==> config.mk <==
export PLATFORM = sky130hd
export DESIGN_NAME = bbox_scan_ctrl
export DESIGN_NICKNAME = d
export VERILOG_FILES = /design/src/rtl/bbox_scan_ctrl.sv
export SDC_FILE = /design/constraint.sdc
export NUM_CORES = 1
export LEC_CHECK = 0
export CORE_MARGIN = 3
export CORE_UTILIZATION = 51
export DETAILED_ROUTE_END_ITERATION = 10
export HOLD_SLACK_MARGIN = 0.05
export PLACE_DENSITY = 0.85
export SYNTH_ARGS = -nofsm -noshare
export SYNTH_HDL_FRONTEND = slang
export SYNTH_SLANG_ARGS = --single-unit
==> constraint.sdc <==
create_clock -name CLOCK_50 -period 5 [get_ports CLOCK_50]
set_input_delay 1.5 -clock CLOCK_50 [delete_from_list [all_inputs] [get_ports CLOCK_50]]
set_output_delay 1.5 -clock CLOCK_50 [all_outputs]
set_load 0.01 [all_outputs]
==> src/rtl/bbox_scan_ctrl.sv <==
// bbox_scan_ctrl: streams a frame buffer byte-by-byte into a bounding-box detector and latches its result.
// Optional read-timeout watchdog is compiled in with `define BBOX_SCAN_TIMEOUT_EN.
module bbox_scan_ctrl #(
    parameter int WIDTH   = 160,
    parameter int HEIGHT  = 90,
    parameter int TIMEOUT = 255
) (
    input  logic        CLOCK_50,
    input  logic        reset_n,
    input  logic        start,
    input  logic        abort,
    output logic        busy,
    output logic        done,
    output logic        err,
    output logic        mem_rd,
    output logic [15:0] mem_addr,
    input  logic [7:0]  mem_rdata,
    input  logic        mem_rvalid,
    output logic        det_wr_en,
    output logic [31:0] det_data,
    input  logic [31:0] det_out,
    output logic [31:0] bbox_result,
    output logic        bbox_valid
);
    localparam logic [15:0] LAST = 16'(WIDTH * HEIGHT * 3 - 1);

    typedef enum logic [2:0] {IDLE, CLEAR, FETCH, WAIT, PUSH, DRAIN, DONE, ERROR} state_t;

    state_t      state_q;
    logic        busy_q, done_q, mem_rd_q, det_wr_en_q, bbox_valid_q;
    logic [15:0] mem_addr_q, cnt_q;
    logic [31:0] det_data_q, bbox_result_q;
`ifdef BBOX_SCAN_TIMEOUT_EN
    logic        err_q;
    logic [7:0]  wdg_q;
`endif

    always_ff @(posedge CLOCK_50 or negedge reset_n) begin
        if (!reset_n) begin
            state_q       <= IDLE;
            busy_q        <= 1'b0;
            done_q        <= 1'b0;
            mem_rd_q      <= 1'b0;
            mem_addr_q    <= 16'd0;
            det_wr_en_q   <= 1'b0;
            det_data_q    <= 32'd0;
            bbox_result_q <= 32'd0;
            bbox_valid_q  <= 1'b0;
            cnt_q         <= 16'd0;
`ifdef BBOX_SCAN_TIMEOUT_EN
            err_q         <= 1'b0;
            wdg_q         <= 8'd0;
`endif
        end else begin
            done_q      <= 1'b0;
            mem_rd_q    <= 1'b0;
            det_wr_en_q <= 1'b0;
            if (abort && state_q != IDLE) begin
                state_q      <= IDLE;
                busy_q       <= 1'b0;
                bbox_valid_q <= 1'b0;
            end else begin
                case (state_q)
                    IDLE: if (start) begin
                        state_q      <= CLEAR;
                        busy_q       <= 1'b1;
                        bbox_valid_q <= 1'b0;
                        det_data_q   <= {8'hFF, 24'd99999};
                        cnt_q        <= 16'd0;
`ifdef BBOX_SCAN_TIMEOUT_EN
                        err_q        <= 1'b0;
`endif
                    end
                    // The detector clear marker must not linger past CLEAR.
                    CLEAR: begin
                        state_q    <= FETCH;
                        det_data_q <= 32'd0;
                        mem_rd_q   <= 1'b1;
                        mem_addr_q <= cnt_q;
                    end
                    FETCH: begin
                        state_q <= WAIT;
`ifdef BBOX_SCAN_TIMEOUT_EN
                        wdg_q   <= 8'd0;
`endif
                    end
                    WAIT: if (mem_rvalid) begin
                        state_q     <= PUSH;
                        det_wr_en_q <= 1'b1;
                        det_data_q  <= {mem_rdata, 8'h00, cnt_q};
                    end
`ifdef BBOX_SCAN_TIMEOUT_EN
                    else if (wdg_q == 8'(TIMEOUT - 1)) begin
                        state_q <= ERROR;
                        err_q   <= 1'b1;
                        busy_q  <= 1'b0;
                    end else wdg_q <= wdg_q + 8'd1;
`endif
                    PUSH: if (cnt_q == LAST) state_q <= DRAIN;
                    else begin
                        state_q    <= FETCH;
                        cnt_q      <= cnt_q + 16'd1;
                        mem_rd_q   <= 1'b1;
                        mem_addr_q <= cnt_q + 16'd1;
                    end
                    DRAIN: begin
                        state_q       <= DONE;
                        bbox_result_q <= det_out;
                        done_q        <= 1'b1;
                        bbox_valid_q  <= 1'b1;
                        busy_q        <= 1'b0;
                    end
                    default: state_q <= IDLE;
                endcase
            end
        end
    end

    assign busy        = busy_q;
    assign done        = done_q;
    assign mem_rd      = mem_rd_q;
    assign mem_addr    = mem_addr_q;
    assign det_wr_en   = det_wr_en_q;
    assign det_data    = det_data_q;
    assign bbox_result = bbox_result_q;
    assign bbox_valid  = bbox_valid_q;
`ifdef BBOX_SCAN_TIMEOUT_EN
    assign err = err_q;
`else
    // Without the watchdog no error can occur; TIMEOUT has no effect.
    assign err = (TIMEOUT < 0);
`endif
endmodule

---- Word-level counts from Yosys, hierarchy flattened ----
Index checks and enable logic that the tools add are counted.
cells by class
  divide/modulo/power cells ............... 0
  order comparisons ....................... 0
  reduce and logical (&&, ||, !) cells .... 13
  multipliers ............................. 0
  equality and inequality tests ........... 11
  add/subtract/negate cells ............... 1
  shift-type cells ........................ 0
  bitwise gates (word level) .............. 1
  mux-type cells .......................... 26
operators with widths
  operator                 count
  $pmux W32 S3             1
  $mux W32                 2
  $pmux W16 S2             2
  $mux W16                 2
  $pmux W3 S6              1
  $add A16 B1 Y16 const B  1
  $eq A16 B16 Y1 const B   1
  $mux W3                  4
  $mux W1                  11
  $reduce_bool A3 Y1       3
  $reduce_and A4 Y1        2
  $eq A3 B2 Y1 const B     2
  $eq A3 B3 Y1 const B     2
  $ne A2 B2 Y1 const B     3
  $ne A3 B3 Y1 const B     2
  $pmux W1 S2              3
  $reduce_and A2 Y1        3
  $reduce_bool A2 Y1       2
  $eq A3 B1 Y1 const B     1
  $logic_not A3 Y1         1
  $reduce_and A3 Y1        1
  $logic_and A1 B1 Y1      1
  $not A1 Y1               1
word-level totals
  bits of input ports ..................... 45
  output and inout bits ................... 86
  word-level logic and storage cells ...... 62
  latch bits .............................. 0
  bits in read-only memories .............. 0
  bits in writable memories ............... 0
  bits in registers ....................... 104
  memories ................................ 0

---- Longest topological paths before layout ----
Gate-level depths: netlist of the first run.
  word-level depth ........................ 4
  gate-level depth with buffers ........... 7
  mapped depth without buffers ............ 6

---- Worst setup path after synthesis of the first run ----
No wires, ideal clock.
  kind .................................... in2reg
  start point ............................. input port abort
  end point ............................... register bbox_result_q[0] (netlist: bbox_result[0])
  slack ................................... 2.154 ns
  setup time .............................. 0.125 ns
  arrival time ............................ 2.722 ns
  buffers on the path ..................... 1
  stages on the path ...................... 4
  path through ............................ nand2b_1 nor2_1 clkbuf_1 mux2_2
between the ends
  longest elaborated chain between the ends .. 3
RTL lines
  element                             line  source
  from (decl)                         11    input logic abort,
  $logic_and A1 B1 Y1                 58    if (abort && state_q != IDLE) begin
  $not A1 Y1 (no source line)         --
  $reduce_and A2 Y1 (no source line)  --
  to (signal assigned)                108   bbox_result_q <= det_out;
  to (decl)                           32    logic [31:0] det_data_q, bbox_result_q;
Every way passes these cells.
A chain may end at the register's enable or synchronous reset.

---- Final worst setup path of the first run ----
  start point ............................. input port abort
  end point ............................... register det_data_q[29] (netlist: det_data[29])
between the ends
  longest elaborated chain between the ends .. 3
RTL lines
  element                             line  source
  $logic_and A1 B1 Y1                 58
  $not A1 Y1 (no source line)         --
  $reduce_and A4 Y1 (no source line)  --
  to (signal assigned)                68    det_data_q <= {8'hFF, 24'd99999};
  to (signal assigned)                90    det_data_q <= {mem_rdata, 8'h00, cnt_q};
  to (decl)                           32
Every way passes these cells.

==> metrics.md, run 1 <==
| Metric | Value |
|---|---|
| Sw frac | `34.0%` |
| Clock power share | `17.3%` |
| Die W | `approximately 100 µm` |
| Final net count | `590` |
| Detail-routed net length per standard cell | `about 17 µm` |
| H-tree depth | `3` |
| Drt pass-1 iters | `5` |
| Clk slew on worst S/H paths | `100 ps` |
| Max_cap viols | `0` |
| Top-area cell type share of the netlist area | `54.0%` |
| Placed Cells | `637` |
| Routed metal-1 wirelength | `4550 µm` |
| Die Ht | `99.9 µm` |
| Total Die Area | `9980 µm²` |
| Overall Global Routing Usage | `22.7%` |
| Distinct cells, synth | `56` |
| YS warnings | `0` |
| Ratio of cells with drive above 1 in the final layout | `a little under an eighth` |
| Clk buf depth | `2` |
| Largest area contributor in the netlist | `dfrtp_1` |
| Asr flop ratio synth | `100%` |
| Initial Utilization | `53.7%` |
| Sequential share of the synthesized area | `roughly 54%` |
| Post-Syn Area per Cell | `10.3 µm²` |
| Worst-margin pin slew | `roughly 1100 ps` |
| Reg area | `2430 µm²` |
| I/O pin total | `131` |
| P per Cell Area | `484 nW/µm²` |
| Outcome | `finished, final reports clean` |
| First-pass GRT wire length | `18000 µm` |
| CP delay by family, top | `simple AND/OR/NAND/NOR gates` |
| Switch Pwr | `about 0.00097 W` |
| WL met2 | `5690 µm` |
| R2R cell count | `5` |
| GRT Residual Overflow | `0` |
| TritonCTS clock tree | `built` |
| Uppermost layer routed | `met4` |
| Post-synth EDFFs | `0` |
| # diodes | `0` |
| Cells after Synth | `436` |
| Synthesis-stage register bit count | `97` |
| Crit Path Max Fanout | `18` |
| Reg-to-reg startpoint | `state_q[1]` |
| GP Congestion | `0.880` |
| Critical-path cell with the highest stage delay | `nor3_2` |
| # DRC | `0` |
| Final Hold Viols | `0` |
| Setup Crit Path Kind | `primary input to register` |
| Vias in the first global route | `approximately 3.6k` |
| Worst skew pair latency | `360 ps` |
| CP Capture Type | `register` |
| Total CTS buffers | `9` |
| Peak supply drop | `0.303 mV` |
| CTS Hold Buffers Added | `0` |
| Postcts setup bufs | `0` |
| Detail Placement HPWL | `8010 µm` |
| Root buf cell | `clkbuf_8` |
| Minimum clock period | `around 3400 ps` |
| RSZ-0062 raised after global routing | `false` |
| Initial antenna violation count | `0` |
| Core ar. | `8380 µm²` |
| Detail Route Antenna Nets | `0` |
| Fmax | `between 200 and 300 MHz` |
| Fill cells | `644` |
| Sequential share of power | `42.3%` |
| Logic gate share of total power | `40.4%` |
| Syn Std Cell Area | `between 4000 and 5000 µm²` |
| Worst Hold Depth | `2` |
| Int Power | `0.00189 W` |
| Hold Path End | `det_data[13]` |
| Vias/cell | `5.63` |
| CTS resizes | `0` |
| Final Max Tran Viols | `0` |
| DRT Wirelength | `11100 µm` |
| Max_slew headroom | `25.8%` |
| Setup tns final | `0 ps` |
| IO buf count | `122` |
| Worst Hold Class | `register to register` |
| Metal3 WL | `639 µm` |
| Synth top cells by count | `dfrtp_1 (97), nor2_1 (49), nand2_1 (42), a21oi_1 (35), o21ai_0 (34)` |
| Most common cell in the netlist | `dfrtp_1` |
| Max incr delay on CP | `930 ps` |
| Vias | `~3.7k` |
| Pleak | `2.44 nW` |
| Multi-input gate area | `1880 µm²` |
| Worst EP arrival | `3570 ps` |
| Area contributors post-synth | `dfrtp_1 (54%), mux2_2 (8.3%), nor2_1 (4.1%)` |
| Fin util | `between 70% and 80%` |
| Placed Area | `around 5700 µm²` |
| Area delta synth->final | `31.3%` |
| Tcrit/Tclk final | `67.8%` |
| FF-to-FF End | `mem_addr[8]` |
| Floorplan row count | `33` |
| Setup-failing EPs final | `0` |
| Pin count of the biggest net entering global routing | `81` |
| Slack of the worst reg-to-reg path | `between 2000 and 2500 ps` |
| Hold_sp | `det_data[13]` |
| Post-Layout Inst Area | `between 5000 and 6000 µm²` |
| Critical path, cell by cell | `clkdlybuf4s50_1, nand2b_1, nor3_2, a21oi_1` |
| Post-route insts no fill | `approximately 650` |
| Synth Flop Type | `dfrtp_1` |
| Crit path launch type | `primary input` |
| Tot Pwr | `0.00286 W` |
| Req. time, crit path | `5180 ps` |
| DRT iter0 DRCs | `316` |
| Buf/Inv on CP | `1` |
| Worst clock skew | `15.7 ps` |
| # clock sinks | `97` |
==> worst min-delay path: cells and delay by family, from the launching register on <==
kind | cells | cell delay [ps]
DFF | 1 | 360
AOI/OAI and AO/OA | 1 | 60
and+or+nand+nor | 1 | 50
==> flip-flops by register name, indices dropped and copies added, names as in the netlist <==
signal,count
mem_rd,1
busy,1
state_q,3
mem_addr,16
bbox_result,32
bbox_valid,1
cnt_q,16
det_wr_en,1
det_data,25
done,1
==> per-layer routing <==
metal | GRT usage [%] | up-vias
li1 | - | 1712
met1 | 30.3 | 1809
met2 | 38.5 | 139
met3 | 2.92 | 15
met4 | 7.14 | 0
met5 | 0 | -
==> worst max path at each step <==
stage                     cells after the start             end  slack (ps)  startpoint
after floorplan                               4  bbox_result[0]        2150       abort
after global placement                        4     det_data[4]        1420       abort
after detailed placement                      4    det_data[29]        1260       abort
after CTS                                     4     det_data[7]        1640       abort
after global routing                          4     det_data[7]        1480       abort
final                                         4    det_data[29]        1610       abort
==> cell families (layout without fill, tap and decap cells) <==
group / count (synthesis) / count (layout) / share of synthesized area [%]
compound gates: 97 / 97 / 13.1
buf+inv: 43 / 148 / 4.90
xor+xnor: 13 / 13 / 2.53
fa+ha+maj: 2 / 2 / 0.556
other cells: 1 / 8 / 0.0834
flops: 97 / 97 / 54.0
mux: 34 / 34 / 8.51
simple gates: 149 / 149 / 16.3
==> power by group through the flow <==
stage	clock [W]	sequential, W	combinational, W
3_5_place_dp	0	0.00122	0.00116
3_3_place_gp	0	0.00121	0.00113
2_1_floorplan	0	0.00129	0.000440
4_1_cts	0.000501	0.00121	0.00117
5_1_grt	0.000533	0.00125	0.00125
6_report	0.000494	0.00121	0.00116
==> through the flow <==
stage	worst slack, ps	hold WS [ps]
after floorplan	2150	516
after global placement	1420	465
after detailed placement	1260	485
after CTS	1640	506
after global routing	1480	532
final	1610	498
==> cell usage in the layout, fill, tap and decap left out, drive strengths merged, types with 8 or more instances in the layout <==
master,synthesis,final
o21ai,35,35
mux2,34,34
a21oi,35,35
conb,1,8
inv,5,9
nor2,50,50
dfrtp,97,97
nand3,13,13
clkbuf,14,10
clkdlybuf4s50,0,121
nand2,42,42
==> cell type report <==
type,instances,share of cell area (%)
well taps,105,2.22
repair buffers,126,21.1
flip-flops and latches,97,41.1
inverters,6,0.381
multi-input cells,303,31.9
clock buffers,10,2.33
clock inverters,6,0.932
No activity file was read; power rests on OpenSTA's default activity.
==> inputs of run 2 (changes only) <==
CORE_UTILIZATION = 43   (was 51)
PLACE_DENSITY = 0.76   (was 0.85)
clock period = 2.84 ns   (was 5 ns; I/O delays follow)
==> metrics.md, run 2 (synthesis results as in run 1) <==
| Metric | Value |
|---|---|
| Peak supply drop | `0.434 mV (was 0.303 mV)` |
| Setup Crit Path Kind | `register to register (was primary input to register)` |
| Detail Route Antenna Nets | `0 (unchanged)` |
| Commonest non-fill, non-tap cell in the layout | `clkdlybuf4s50_1 (unchanged)` |
| Core ar. | `9950 µm² (was 8380 µm²)` |
| Setup-failing EPs final | `0 (unchanged)` |
| Ratio of cells with drive above 1 in the final layout | `13.6% (was 11.9%)` |
| Total CTS buffers | `9 (unchanged)` |
| GRT Residual Overflow | `0 (unchanged)` |
| Minimum clock period | `2380 ps` |
| Total Die Area | `11700 µm² (was 9980 µm²)` |
| Tcrit/Tclk final | `83.8%` |
| Worst EP arrival | `2630 ps (was 3570 ps)` |
| Final Max Tran Viols | `0 (unchanged)` |
| Crit path launch type | `register (was primary input)` |
| # DRC | `0 (unchanged)` |
| GP Congestion | `0.937 (was 0.880)` |
| Reg-to-reg startpoint | `cnt_q[1] (was state_q[1])` |
| Floorplan row count | `36 (was 33)` |
| RSZ-0062 raised after global routing | `false (unchanged)` |
| Max_slew headroom | `59.4% (was 25.8%)` |
| Met3 Use GR | `4.18% (was 2.92%)` |
| Initial Utilization | `45.2% (was 53.7%)` |
| Clk slew on worst S/H paths | `100 ps (about the same)` |
| Fmax | `420 MHz` |
| IO buf count | `122 (unchanged)` |
| WHS | `409 ps (was 498 ps)` |
| GR Util met1 | `27.1% (was 30.3%)` |
| TritonCTS clock tree | `built (unchanged)` |
| DRT iter0 DRCs | `261 (was 316)` |
| Critical-path cell with the highest stage delay | `nor3_1 (was nor3_2)` |
| CTS Hold Buffers Added | `0 (unchanged)` |
| Die W | `108 µm (was 99.9 µm)` |
| Max incr delay on CP | `530 ps (was 930 ps)` |
| CTS resizes | `0 (unchanged)` |
| Setup tns final | `0 ps (unchanged)` |
| I/O pin total | `131 (unchanged)` |
| # clock sinks | `97 (unchanged)` |
| Critical Path Start | `cnt_q[1] (was abort)` |
| Sw frac | `33.1% (was 34.0%)` |
| Outcome | `finished, final reports clean (unchanged)` |
| Postcts setup bufs | `0 (unchanged)` |
| DRT Wirelength | `11200 µm (was 11100 µm)` |
| Crit Path Max Fanout | `9 (was 18)` |
| H-tree depth | `3 (unchanged)` |
| Final net count | `601 (was 590)` |
| Vias in the first global route | `3550 (was 3631)` |
| Detail-routed net length per standard cell | `16.1 µm (was 16.9 µm)` |
| Vias/cell | `5.25 (was 5.63)` |
| Worst Hold Class | `primary input to async pin (was register to register)` |
| Pleak | `2.50 nW (was 2.44 nW)` |
| Buf/Inv on CP | `1 (unchanged)` |
| Number of flip-flops under the largest register name | `32 (unchanged)` |
| Area delta synth->final | `34.2% (was 31.3%)` |
| Worst-margin pin slew | `604 ps (was 1110 ps)` |
| Worst skew pair latency | `360 ps (about the same)` |
| CP delay by family, top | `simple AND/OR/NAND/NOR gates (unchanged)` |
| P per Cell Area | `835 nW/µm² (was 484 nW/µm²)` |
| Clock power share | `16.9% (was 17.3%)` |
| Pin count of the biggest net entering global routing | `34 (was 81)` |
| GRT busiest layer | `met2 (unchanged)` |
| First-pass GRT wire length | `18000 µm (about the same)` |
| Initial antenna violation count | `0 (unchanged)` |
| Drt pass-1 iters | `6 (was 5)` |
| Max_cap viols | `0 (unchanged)` |
| Int Power | `0.00337 W (was 0.00189 W)` |
| Critical path, cell by cell | `ha_1, nand4bb_1, nor3_1, a21o_1, buf_4, o21ai_0, o41ai_1 (was clkdlybuf4s50_1, nand2b_1, nor3_2, a21oi_1)` |
| CP Capture Type | `register (unchanged)` |
| Req. time, crit path | `3090 ps (was 5180 ps)` |
| Clk buf depth | `2 (unchanged)` |
| Detail Placement HPWL | `8310 µm (was 8010 µm)` |
| Die Ht | `108 µm (was 99.9 µm)` |
| Commonest cells after routing, fill and taps aside | `clkdlybuf4s50_1 (121), dfrtp_1 (97), nor2_1 (48) (unchanged)` |
| Worst clock skew | `11.6 ps (was 15.7 ps)` |
| Root buf cell | `clkbuf_8 (unchanged)` |
| Vias | `3632 (was 3675)` |
| # diodes | `0 (unchanged)` |
| Sequential share of power | `40.8% (was 42.3%)` |
| Logic gate share of total power | `42.3% (was 40.4%)` |
| Switch Pwr | `0.00167 W (was 0.000972 W)` |
| Final Hold Viols | `0 (unchanged)` |
| Overall Global Routing Usage | `19.5% (was 22.7%)` |
| Routing usage on met2 | `30.8% (was 38.5%)` |
-- run 2: changes by cell type in the layout (fill, tap and decap cells not counted), sizes merged --
| cell | previous run | this run |
|---|---|---|
| buf | 5 | 16 |
| inv | 9 | 6 |
| clkbuf | 10 | 11 |
| clkinv | 3 | 4 |
| clkinvlp | 0 | 1 |
-- run 2: power by group through the flow --
stage	sequential, W	clock [W]	combinational (W)
floorplan	0.00227	0	0.000775
global placement	0.00207	0	0.00210
detailed placement	0.00209	0	0.00214
CTS	0.00207	0.000877	0.00216
global route	0.00212	0.000948	0.00230
finish	0.00206	0.000850	0.00213
-- run 2: final timing paths --
| kind | to | slack [ps] | cells after the start |
|---|---|---|---|
| worst min register to register | det_data[13] | 490 | 2 |
| worst min-delay path | det_data[0] | 410 | 1 |
| max in group asynchronous | mem_addr[7] | 1760 | 2 |
| worst max-delay path | cnt_q[12] | 460 | 7 |
| worst max register to register | cnt_q[12] | 460 | 7 |
| min in group CLOCK_50 | det_data[13] | 490 | 2 |
-- run 2: cell type report --
cell class / count / area [µm²]
tap: 133 / 166
inverter: 6 / 22.5
multi-input combinational: 303 / 1880
clock inverter: 5 / 38.8
timing repair buffer: 137 / 1340
clock buffer: 11 / 151
fill: 850 / 3920
sequential: 97 / 2430
-- run 2: metrics by stage --
stage	std cells	area [µm²]	setup slack (ps)	total power, W	utilization [%]
4_1_cts	692	6030	477	0.00510	60.6
6_report	692	6030	461	0.00504	60.6
2_1_floorplan	443	4520	642	0.00304	-
3_5_place_dp	676	5840	151	0.00423	58.7
5_1_grt	692	6030	252	0.00538	60.6
3_3_place_gp	676	5840	213	0.00417	58.7
-- run 2: worst reg2reg max path, cell delays in order, from the launching register on --
cell and delay (ps):
dfrtp_1 470, ha_1 340, nand4bb_1 230, nor3_1 530, a21o_1 330, buf_4 200, o21ai_0 100, o41ai_1 80
-- run 2: routing by layer --
metal,routed length [µm],up-vias
met5,0,-
met4,79,0
met3,678,9
met2,5610,131
met1,4800,1758
li1,-,1734
